==> config.mk <==
export PLATFORM = sky130hd
export DESIGN_NAME = muller_pipe
export DESIGN_NICKNAME = d
export VERILOG_FILES = /design/src/rtl/muller_pkg.sv /design/src/rtl/mullerc_sync.sv /design/src/rtl/muller_pipe.sv
export SDC_FILE = /design/constraint.sdc
export NUM_CORES = 1
export LEC_CHECK = 0
export BUFFER_PORTS_ARGS = -buffer_cell sky130_fd_sc_hd__buf_2
export CORE_MARGIN = 2
export CORE_UTILIZATION = 40
export CTS_BUF_LIST = sky130_fd_sc_hd__clkbuf_16
export DETAILED_ROUTE_END_ITERATION = 8
export SYNTH_ARGS = -nofsm -noshare
export SYNTH_HDL_FRONTEND = slang
export SYNTH_SLANG_ARGS = --single-unit
==> constraint.sdc <==
create_clock -name clk -period 1.4 [get_ports clk]
set_input_delay 0.28 -clock clk [delete_from_list [all_inputs] [get_ports clk]]
set_output_delay 0.28 -clock clk [all_outputs]
set_load 0.02 [all_outputs]
==> src/rtl/muller_pkg.sv <==
// Shared types and the C-element rule for the clocked Muller micropipeline.
package muller_pkg;

  localparam logic C_RST_VAL = 1'b0;

  // One stage's C-element state; the pipe's stage vector is stage_t [DEPTH-1:0].
  typedef logic stage_t;

  function automatic logic c_next(input logic a, input logic b, input logic o);
    return (a == b) ? a : o;
  endfunction

endpackage

==> src/rtl/mullerc_sync.sv <==
// One clocked Muller C-element: follows its inputs when they agree, otherwise holds.
module mullerc_sync
  import muller_pkg::*;
#(
  parameter logic Rval = C_RST_VAL
) (
  input  logic clk,
  input  logic rst,
  input  logic a,
  input  logic b,
  output logic o
);

  logic o_d;
  logic o_q;

  always_comb begin
    o_d = c_next(a, b, o_q);
  end

  always_ff @(posedge clk or posedge rst) begin
    if (rst) begin
      o_q <= Rval;
    end else begin
      o_q <= o_d;
    end
  end

  assign o = o_q;

endmodule

==> src/rtl/muller_pipe.sv <==
// DEPTH-stage, WIDTH-bit four-phase bundled-data micropipeline built from clocked C-elements.
// Define MULLER_PIPE_PROTOCOL_CHECK_EN to build the sticky handshake-violation checker.
module muller_pipe
  import muller_pkg::*;
#(
  parameter int WIDTH = 8,
  parameter int DEPTH = 4
) (
  input  logic             clk,
  input  logic             rst,
  input  logic             in_req,
  output logic             in_ack,
  input  logic [WIDTH-1:0] in_data,
  output logic             out_req,
  input  logic             out_ack,
  output logic [WIDTH-1:0] out_data,
  output logic             proto_err
);

  stage_t [DEPTH-1:0] c;
  logic   [DEPTH-1:0] a_vec;
  logic   [DEPTH-1:0] b_vec;
  logic   [DEPTH-1:0] cap;
  logic   [WIDTH-1:0] src    [DEPTH];
  logic   [WIDTH-1:0] data_d [DEPTH];
  logic   [WIDTH-1:0] data_q [DEPTH];

  // The consumer's ack behaves as the state of a virtual stage beyond the last one.
  assign a_vec = {c[DEPTH-2:0], in_req};
  assign b_vec = ~{out_ack, c[DEPTH-1:1]};

  for (genvar i = 0; i < DEPTH; i++) begin : g_stage
    mullerc_sync #(
      .Rval(C_RST_VAL)
    ) u_c (
      .clk(clk),
      .rst(rst),
      .a  (a_vec[i]),
      .b  (b_vec[i]),
      .o  (c[i])
    );

    assign cap[i] = c_next(a_vec[i], b_vec[i], c[i]) & ~c[i];

    if (i == 0) begin : g_first
      assign src[i] = in_data;
    end else begin : g_rest
      assign src[i] = data_q[i-1];
    end
  end

  // Data moves only on a stage's rising request; falling edges leave it in place.
  always_comb begin
    for (int i = 0; i < DEPTH; i++) begin
      data_d[i] = cap[i] ? src[i] : data_q[i];
    end
  end

  always_ff @(posedge clk or posedge rst) begin
    if (rst) begin
      for (int i = 0; i < DEPTH; i++) begin
        data_q[i] <= '0;
      end
    end else begin
      data_q <= data_d;
    end
  end

  assign in_ack   = c[0];
  assign out_req  = c[DEPTH-1];
  assign out_data = data_q[DEPTH-1];

`ifdef MULLER_PIPE_PROTOCOL_CHECK_EN
  logic             in_req_d;
  logic             in_req_q;
  logic             out_ack_d;
  logic             out_ack_q;
  logic [WIDTH-1:0] in_data_d;
  logic [WIDTH-1:0] in_data_q;
  logic             proto_err_d;
  logic             proto_err_q;

  // Edges are seen against last cycle's sampled inputs, so the flag lands one cycle late.
  always_comb begin
    in_req_d    = in_req;
    out_ack_d   = out_ack;
    in_data_d   = in_data;
    proto_err_d = proto_err_q;
    if (in_req_q && !in_req && !in_ack) proto_err_d = 1'b1;
    if (!in_req_q && in_req && in_ack) proto_err_d = 1'b1;
    if (in_req_q && in_req && !in_ack && (in_data != in_data_q)) proto_err_d = 1'b1;
    if (!out_ack_q && out_ack && !out_req) proto_err_d = 1'b1;
    if (out_ack_q && !out_ack && out_req) proto_err_d = 1'b1;
  end

  always_ff @(posedge clk or posedge rst) begin
    if (rst) begin
      in_req_q    <= 1'b0;
      out_ack_q   <= 1'b0;
      in_data_q   <= '0;
      proto_err_q <= 1'b0;
    end else begin
      in_req_q    <= in_req_d;
      out_ack_q   <= out_ack_d;
      in_data_q   <= in_data_d;
      proto_err_q <= proto_err_d;
    end
  end

  assign proto_err = proto_err_q;
`else
  assign proto_err = 1'b0;
`endif

endmodule

==> results.json <==
{
  "crit_required_ns": 1.56,
  "maxCapViolCount": 0,
  "rows": 21,
  "syn_to_final_growth_pct": 23.24,
  "viasPerCell": 4.606,
  "yosysTopAreaCell": "dfrtp_1",
  "syn_inst": 93,
  "fmax_mhz": 750.4,
  "final_cell_mix": "dfrtp_1 (34), mux2_2 (32), buf_2 (21), clkbuf_16 (5)",
  "path_clk_slew_ns": 0.05,
  "coreArea_um2": 3416,
  "outcome": "complete, no violations",
  "r2r-end": "data_q[11]",
  "path_cells": "nor3b_4 -> buf_12 -> mux2_2",
  "setup_violations": 0,
  "ys_seq_area_share_pct": 61.96,
  "cellPowerDensity_nw_per_um2": 2472,
  "grt_max_degree": 37,
  "cp_slowest_stage_delay_ns": 0.48,
  "startpoint": "g_stage[1].u_c.o",
  "grt_util_all_layers_pct": 12.45,
  "cts.path.max_buffers": 2,
  "crit_end": "data_q[11]",
  "overflow": 0,
  "place_area_um2": 1650,
  "ys_seq_elements": 36,
  "rsz0062_at_grt": "false",
  "cts_buffers": 5,
  "synth_area_leaders": "dfrtp_1 (62%), mux2_2 (25%), buf_4 (5.2%), nor3b_2 (2.6%), maj3_1 (2.1%)",
  "place_inst": 157,
  "cts_num_sinks": 36,
  "drc": 0,
  "power_mw": 4.429,
  "period_needed_ns": 1.333,
  "syn_nets": 105,
  "postCtsSetupRepairBufs": 0,
  "initial_utilization_pct": 42.56,
  "drive_above_1_share_pct": 61.34,
  "syn-cell-area_um2": 1454,
  "final_common_cell": "dfrtp_1",
  "hpwl_um": 1476,
  "die_h_um": 64.29,
  "wirelength_um": 1999,
  "vias": 760,
  "postRouteAntennaNets": 0,
  "cts-root-buf": "clkbuf_16",
  "grt_pass1_wl_um": 3788,
  "crit_arrival_ns": 1.49,
  "period_share_pct": 95.19,
  "ir_drop_uv": 1059,
  "reg2regPathDepth": 3,
  "portBuffers": 21,
  "wl_per_cell_um": 12.12,
  "cts_tree": "yes",
  "fin_area_um2": 1792,
  "finalHoldViolations": 0,
  "hold_path.class": "in -> async",
  "grt_antenna_before_repair": 0,
  "r2r_slack_ns": 0.07,
  "slew_violations": 0,
  "grt_pass1_vias": 808,
  "yosys.cell_types.count": 11,
  "startpoint_type": "register",
  "nNetsFinal": 130,
  "yosys_warnings": 0,
  "final_core_util_pct": 52.45,
  "fin_cells": 165,
  "initialDrtViolationCount": 12,
  "critPathMaxFanout": 8,
  "gp_congestion": 0.6380,
  "cts_max_level": 2,
  "cp-end-kind": "register",
  "clk_latency_ns": 0.28,
  "first_pass_iters": 2,
  "antenna_cells": 0,
  "skew_ns": 0.001010,
  "die_w_um": 64.29,
  "r2r_start": "g_stage[1].u_c.o",
  "avgSynthCellArea_um2": 15.63,
  "critical_path_class": "reg -> reg",
  "io_pins": 23,
  "slowest_stage": "dfrtp_1",
  "synth_top_area_share_pct": 61.96,
  "p_leak_nw": 0.8136,
  "die_area_um2": 4133
}
## critical path: cells and delay by family, from the launching register on
kind	cells	cell delay, ns
buffers and inverters	1	0.15
DFF	1	0.48
muxes	1	0.32
and+or+nand+nor	1	0.27
## state kept, by name, summed over array words and instances, names as in the netlist
signal and cells:
out_data 8, data_q 24, g_stage.u_c.o 4
## per-stage QoR
step	worst slack (ns)	TNS (ns)	hold slack (ns)
6_report	0.06738	0	0.09082
4_1_cts	0.03290	0	0.1114
3_5_place_dp	0.04761	0	0.4042
3_3_place_gp	0.09443	0	0.3975
2_1_floorplan	-0.02317	-0.1853	0.4317
5_1_grt	0.00005973	0	0.1480
## worst min path at each step
| stage | cells after the start | slack, ns | end | startpoint |
|---|---|---|---|---|
| after CTS | 3 | 0.11 | out_data[7] | rst |
| final | 3 | 0.09 | out_data[7] | rst |
| after floorplan | 1 | 0.43 | data_q[24] | in_data[0] |
| after global routing | 3 | 0.15 | out_data[7] | rst |
| after global placement | 3 | 0.40 | out_data[7] | rst |
| after detailed placement | 3 | 0.40 | out_data[7] | rst |
## power breakdown
part	internal, mW	total [mW]	leakage (nW)	switching, mW
Sequential	1.59	1.95	0.428	0.361
Combinational	0.887	1.45	0.314	0.558
Clock	0.645	1.04	0.0710	0.391
Total	3.12	4.43	0.814	1.31
## cells in the mapped netlist
master / instances
dfrtp_1: 36
mux2_2: 32
buf_4: 10
inv_1: 4
maj3_1: 3
nor3b_2: 3
conb_1: 1
nand2_1: 1
nor2_1: 1
nor3b_4: 1
o21ai_0: 1
## kinds of logic (layout without fill, tap and decap cells)
logic type	count (synthesis)	count (layout)	share of synthesized area (%)
compound gates	1	1	0.3439
simple gates	6	6	4.389
fa+ha+maj	3	3	2.065
flops	36	36	61.96
mux	32	32	24.79
other cells	1	1	0.2579
buf+inv	14	40	6.196
## area by class of cell
type	instances	area [um2]
tap	46	57.56
clock inverter	3	13.76
sequential	36	903.4
fill	312	1624
inverter	4	15.01
clock buffer	5	125.1
timing repair buffer	28	195.2
multi-input combinational	43	481.7
## routing by layer
metal / wire, um / share of wire [%] / vias to the layer above / global-route usage, %
li1: - / - / 358 / -
met4: 53 / 2.7 / 0 / 7.181
met3: 122 / 6.1 / 6 / 5.282
met2: 918 / 46 / 19 / 18.23
met1: 904 / 45 / 377 / 15.34
met5: 0 / 0 / - / 0
## what timing repair did
item	4_1_cts	5_1_grt
resized for setup	0	2
hold buffers	0	0
setup endpoints to repair	0	8
No activity file was read; power rests on OpenSTA's default activity.
